### src/rtl/lsu_access_seq.sv
`default_nettype none
// ============================================================================
//  Module      : lsu_access_seq
//  Description : Sequencer between the core memory-stage request port and the
//                lsu datapath. Turns one byte/half/word load or store into one
//                or two word-aligned lsu accesses, drives lsu byte lanes, and
//                aligns and extends load data. One response per request.
//  Revision    : 1.0 - initial release
// ----------------------------------------------------------------------------
//  Optional build macro: MISALIGN_TRAP_EN
//     defined   - non-naturally-aligned half/word requests return err=1
//                 without touching the lsu
//     undefined - misaligned requests are split into two accesses
// ----------------------------------------------------------------------------
//  Ports
//     i_clk, i_rst        clock, synchronous active-low reset
//     i_req_*             request: valid, we, size, uns, addr, wdata
//     o_req_ready         request accepted (IDLE only)
//     o_rsp_valid/rdata/err  one-cycle response pulse
//     o_busy              sequencer not IDLE
//     o_lsu_*             word-aligned lsu access: addr, wren, lane mask, data
//     i_lsu_ld_data       raw lsu read word (same-cycle read)
// ============================================================================
module lsu_access_seq #(
   parameter int ADDR_W = 32
) (
   input  logic              i_clk,
   input  logic              i_rst,
   input  logic              i_req_valid,
   output logic              o_req_ready,
   input  logic              i_req_we,
   input  logic [1:0]        i_req_size,
   input  logic              i_req_uns,
   input  logic [ADDR_W-1:0] i_req_addr,
   input  logic [31:0]       i_req_wdata,
   output logic              o_rsp_valid,
   output logic [31:0]       o_rsp_rdata,
   output logic              o_rsp_err,
   output logic              o_busy,
   output logic [ADDR_W-1:0] o_lsu_addr,
   output logic              o_lsu_wren,
   output logic [3:0]        o_lsu_num_byte,
   output logic [31:0]       o_lsu_st_data,
   input  logic [31:0]       i_lsu_ld_data
);

   typedef enum logic [1:0] {
      S_IDLE = 2'd0,
      S_ACC0 = 2'd1,
      S_ACC1 = 2'd2,
      S_RESP = 2'd3
   } state_t;

   state_t              r_state;
   state_t              w_next;

   logic                r_we;
   logic [1:0]          r_size;
   logic                r_uns;
   logic [ADDR_W-1:0]   r_addr;
   logic [31:0]         r_wdata;
   logic [31:0]         r_lo;
   logic [31:0]         r_hi;
   logic                r_err;

   logic                w_accept;
   logic                w_req_bad;
   logic [1:0]          w_off;
   logic [3:0]          w_base;
   logic [7:0]          w_mask8;
   logic [63:0]         w_wide;
   logic                w_cross;
   logic [31:0]         w_raw;
   logic [31:0]         w_ext;
   logic [ADDR_W-3:0]   w_word_nxt;
   logic                w_wren;

   assign w_accept = i_req_valid && (r_state == S_IDLE);

`ifdef MISALIGN_TRAP_EN
   assign w_req_bad = (i_req_size == 2'b11)
                   || ((i_req_size == 2'b01) && i_req_addr[0])
                   || ((i_req_size == 2'b10) && (i_req_addr[1:0] != 2'b00));
`else
   assign w_req_bad = (i_req_size == 2'b11);
`endif

   // Lane geometry of the latched request; bits [7:4] of the mask and the
   // upper word of w_wide belong to the following word.
   assign w_off = r_addr[1:0];

   always_comb begin
      w_base = 4'b1111;
      case (r_size)
         2'b00:   w_base = 4'b0001;
         2'b01:   w_base = 4'b0011;
         default: w_base = 4'b1111;
      endcase
   end

   assign w_mask8    = {4'b0000, w_base} << w_off;
   assign w_wide     = {32'h0, r_wdata} << {w_off, 3'b000};
   assign w_cross    = |w_mask8[7:4];
   assign w_raw      = 32'({r_hi, r_lo} >> {w_off, 3'b000});
   // Word index increments modulo the address space, so 0xFFFFFFFC wraps to 0.
   assign w_word_nxt = r_addr[ADDR_W-1:2] + {{(ADDR_W-3){1'b0}}, 1'b1};

   always_comb begin
      w_ext = w_raw;
      case (r_size)
         2'b00:   w_ext = r_uns ? {24'h0, w_raw[7:0]}  : {{24{w_raw[7]}},  w_raw[7:0]};
         2'b01:   w_ext = r_uns ? {16'h0, w_raw[15:0]} : {{16{w_raw[15]}}, w_raw[15:0]};
         default: w_ext = w_raw;
      endcase
   end

   always_ff @(posedge i_clk) begin
      if (!i_rst) begin
         r_state <= S_IDLE;
      end else begin
         r_state <= w_next;
      end
   end

   always_ff @(posedge i_clk) begin
      if (!i_rst) begin
         r_we    <= 1'b0;
         r_size  <= 2'b00;
         r_uns   <= 1'b0;
         r_addr  <= '0;
         r_wdata <= 32'h0;
         r_lo    <= 32'h0;
         r_hi    <= 32'h0;
         r_err   <= 1'b0;
      end else begin
         if (w_accept) begin
            r_we    <= i_req_we;
            r_size  <= i_req_size;
            r_uns   <= i_req_uns;
            r_addr  <= i_req_addr;
            r_wdata <= i_req_wdata;
            r_err   <= w_req_bad;
            r_hi    <= 32'h0;   // stays zero for non-crossing loads
         end
         if (r_state == S_ACC0) r_lo <= i_lsu_ld_data;
         if (r_state == S_ACC1) r_hi <= i_lsu_ld_data;
      end
   end

   always_comb begin
      w_next         = r_state;
      o_req_ready    = 1'b0;
      o_busy         = 1'b1;
      o_rsp_valid    = 1'b0;
      o_rsp_rdata    = 32'h0;
      o_rsp_err      = 1'b0;
      o_lsu_addr     = '0;
      w_wren         = 1'b0;
      o_lsu_num_byte = 4'b0000;
      o_lsu_st_data  = 32'h0;
      case (r_state)
         S_IDLE: begin
            o_req_ready = 1'b1;
            o_busy      = 1'b0;
            if (w_accept) w_next = w_req_bad ? S_RESP : S_ACC0;
         end
         S_ACC0: begin
            o_lsu_addr     = {r_addr[ADDR_W-1:2], 2'b00};
            w_wren         = r_we;
            o_lsu_num_byte = r_we ? w_mask8[3:0] : 4'b1111;
            o_lsu_st_data  = r_we ? w_wide[31:0] : 32'h0;
            w_next         = w_cross ? S_ACC1 : S_RESP;
         end
         S_ACC1: begin
            o_lsu_addr     = {w_word_nxt, 2'b00};
            w_wren         = r_we;
            o_lsu_num_byte = r_we ? w_mask8[7:4] : 4'b1111;
            o_lsu_st_data  = r_we ? w_wide[63:32] : 32'h0;
            w_next         = S_RESP;
         end
         S_RESP: begin
            o_rsp_valid = 1'b1;
            o_rsp_err   = r_err;
            o_rsp_rdata = (r_we || r_err) ? 32'h0 : w_ext;
            w_next      = S_IDLE;
         end
         default: w_next = S_IDLE;
      endcase
   end

   // A reset cycle must not commit the store of an aborted access.
   assign o_lsu_wren = w_wren && i_rst;

endmodule
`default_nettype wire

### config.mk
export PLATFORM = sky130hd
export DESIGN_NAME = lsu_access_seq
export DESIGN_NICKNAME = d
export VERILOG_FILES = /design/src/rtl/lsu_access_seq.sv
export SDC_FILE = /design/constraint.sdc
export NUM_CORES = 1
export LEC_CHECK = 0
export CORE_ASPECT_RATIO = 0.9
export CORE_MARGIN = 2
export CORE_UTILIZATION = 53
export CTS_BUF_LIST = sky130_fd_sc_hd__clkbuf_16
export DETAILED_ROUTE_END_ITERATION = 6
export PLACE_DENSITY = 0.86
export SLEW_MARGIN = 20
export SYNTH_ARGS = -nofsm -noshare
export SYNTH_HDL_FRONTEND = slang
export SYNTH_SLANG_ARGS = --single-unit
### constraint.sdc
create_clock -name i_clk -period 4.7 [get_ports i_clk]
set_input_delay 1.175 -clock i_clk [delete_from_list [all_inputs] [get_ports i_clk]]
set_output_delay 1.175 -clock i_clk [all_outputs]
set_load 0.05 [all_outputs]
==> results.cfg <==
[synth]
avgSynthCellArea_sq_um = 7.44
ys_top_cells_by_count = nand2_1 (251), dfxtp_1 (127), clkbuf_1 (75), o21ai_0 (75), a21boi_0 (69)
synth_seq_area_share = 0.326
yosys.area.top_type_share = 0.326
synthTopCellsByArea = dfxtp_1 (33%), nand2_1 (12%), mux2i_1 (8.6%)
syn_area_sq_mm = 0.00779
synth.most_common_cell = nand2_1
synthArstFlopShare = 0
synth_edf_count = 0
synth_top_area_cell = dfxtp_1
syn_inst = 1048
synth_seq_cells = 127
synthFlopType = dfxtp_1
yosys.cell_types.count = 54
ys_warn_count = 0

[placement]
dp_cells = 1378
place_congestion = 0.935
dpl.hpwl_microns = 16500
io_buffer_count = 205
place_area_sq_mm = 0.00983

[global_routing]
grt_pass1_wl_microns = 38100
antenna_found_initial = 0
grt_overflow_total = 0
use_met3 = 0.0822
grt_pass1_vias = 7446
grt-busiest-layer = met2
use_met2 = 0.498
grtUsageMet1 = 0.382
grt_usage = 0.303
grt_max_degree = 95

[setup_path]
cp_slowest_cell = clkdlybuf4s50_1
required_ps = 3520
worstPathMaxFanout = 14
cp_cell_sequence = inv_1 -> ha_1 -> inv_1 -> nor2_1 -> buf_4 -> o21ai_0 -> o31ai_1 -> clkdlybuf4s50_1
worstSetupEndpointType = output port
critPathKind = flop to output port
start_kind = flop
crit_buf_inv = 4
cpMostUsedCell = inv_1
critPathTopFamily = buffers and inverters
cp_slowest_stage_delay_ps = 850
arrival_ps = 3300

[power_and_ir_drop]
p_leak_nw = 3.55
p_per_area_mw_per_mm2 = 445
power_mw = 4.61
peakVddDrop_mv = 0.340

[route]
drt_iter0_drc = 772
firstDrtPassIters = 6
vias_per_cell = 5.72
vias = 8071
drc = 0
wire_per_inst_microns = 17.1
finalWirelength_microns = 24000
postRouteAntennaNets = 0

[sta]
fin_setup_tns_ps = 0
finalSetupViolCount = 0
grt_setup_unrepaired = false
drv_slew = 0
tightestPinTransition_ps = 1060
clock.fmax_ghz = 0.223
fin_crit_sh = 0.952
clock_skew_ps = 4.67
relSlewSlack = 0.292
hold_violations = 0
fin_crit_ps = 4470

[finish]
diodes = 0
nets = 1307
drive_gt1_frac = 0.0982
area_growth_pct = 33.0
fill_cells = 1219
final_util = 0.712
fin_cells = 1410
design_area_sq_mm = 0.0104

[floorplan]
die_x_microns = 132
dieHeight_microns = 119
dieArea_sq_mm = 0.0157
core-area_sq_mm = 0.0146
floorplan.initialDensity = 0.535
rows = 42
ioPinCount = 208

[cts]
cts_setup_buffers = 0
holdBufCountCts = 0
cts_inserted_buffers = 17
clock_sinks = 127
cts_root_buffer = clkbuf_16
cts_buffer_depth = 2
cts-htree-levels = 4
tritoncts = done
clock_latency_ps = 430
clk_pin_slew_ps = 60

[status]
status = complete, no violations

[hold_path]
hp-class = flop to flop

[run]
cap_viol_max_count = 0
-- path summary, 6_finish.rpt --
check | start | end | slack [ps] | depth (start not counted)
hold / removal | r_wdata[22] | r_wdata[22] | 480 | 2
setup reg to reg | r_state[0] | r_state[0] | 2490 | 6
hold reg to reg | r_wdata[22] | r_wdata[22] | 480 | 2
setup / recovery | r_state[0] | o_lsu_addr[22] | 230 | 8
-- layout by cell type (no fill, tap or decap), types with 4 or more instances in the layout --
cell type / netlist / routed
a311oi_1: 5 / 5
nand3_1: 18 / 18
a21boi_0: 69 / 69
mux2i_1: 67 / 67
and2_1: 29 / 28
buf_4: 3 / 39
clkinv_1: 1 / 4
clkbuf_16: 0 / 17
nor2b_1: 32 / 32
nand4_1: 8 / 8
a31oi_1: 12 / 12
clkdlybuf4s50_1: 0 / 183
mux2_2: 33 / 33
clkinvlp_4: 0 / 4
o21ai_0: 75 / 75
and3_1: 5 / 5
nor2_1: 50 / 50
dfxtp_1: 127 / 125
or2_2: 9 / 9
a22oi_1: 11 / 11
a21oi_1: 54 / 54
nor4_1: 4 / 4
nand2b_1: 9 / 9
clkinv_4: 0 / 5
o211ai_1: 8 / 8
a211oi_1: 8 / 8
inv_1: 10 / 10
a32o_1: 8 / 8
nand2_1: 251 / 250
nor3_1: 12 / 12
-- kinds of logic after synthesis --
kind of cell / Yosys count / synth area share
AOI/OAI and AO/OA: 272 / 0.225
xor gates and xnor gates: 2 / 0.00225
adders and majority gates: 5 / 0.00803
buffers and inverters: 103 / 0.0520
DFF: 127 / 0.326
muxes: 100 / 0.134
other: 1 / 0.000481
and+or+nand+nor: 438 / 0.252
-- through the flow --
step,setup WS [ps],hold WS (ps)
2_1_floorplan,428,451
3_3_place_gp,757,462
3_5_place_dp,708,474
4_1_cts,195,483
5_1_grt,60.4,513
6_report,225,481
-- registers in the layout (all words and copies together) (netlist names) --
register / flops
r_wdata: 32
r_state: 2
r_addr: 32
r_we: 1
r_hi: 24
r_err: 1
r_lo: 32
r_uns: 1
r_size: 2
-- final cells by class --
cell class	instances	area, sq um	share of cell area
clock buffer	17	425	0.0411
sequential	127	2550	0.246
multi-input combinational	819	4870	0.470
tap	198	248	0.0239
clock inverter	15	100	0.00966
inverter	11	41.3	0.00398
timing repair buffer	223	2130	0.206
-- timing repair --
| item | in CTS | in global routing |
|---|---|---|
| hold endpoints to repair | 0 | 0 |
| gates resized for setup | 0 | 1 |
| endpoints found under the setup margin | 0 | 2 |
-- metal layers --
metal / wire length, microns / up-vias
li1: - / 3922
met1: 9970 / 3718
met2: 11400 / 382
met3: 2180 / 49
met5: 0 / -
met4: 504 / 0
-- where the power goes --
group | leakage [nW] | internal, mW | switching (mW)
clock | 0.247 | 0.666 | 0.506
combinational | 2.26 | 0.691 | 1.22
sequential | 1.04 | 1.31 | 0.222
total | 3.55 | 2.66 | 1.94
-- worst min-delay path: cells and delay by family (launching register included) --
kind	cells	cell delay [ps]
AO/OA/AOI/OAI	1	60
flip-flops	1	320
AND/OR/NAND/NOR	1	50
Power figures use the tool's default switching activity.
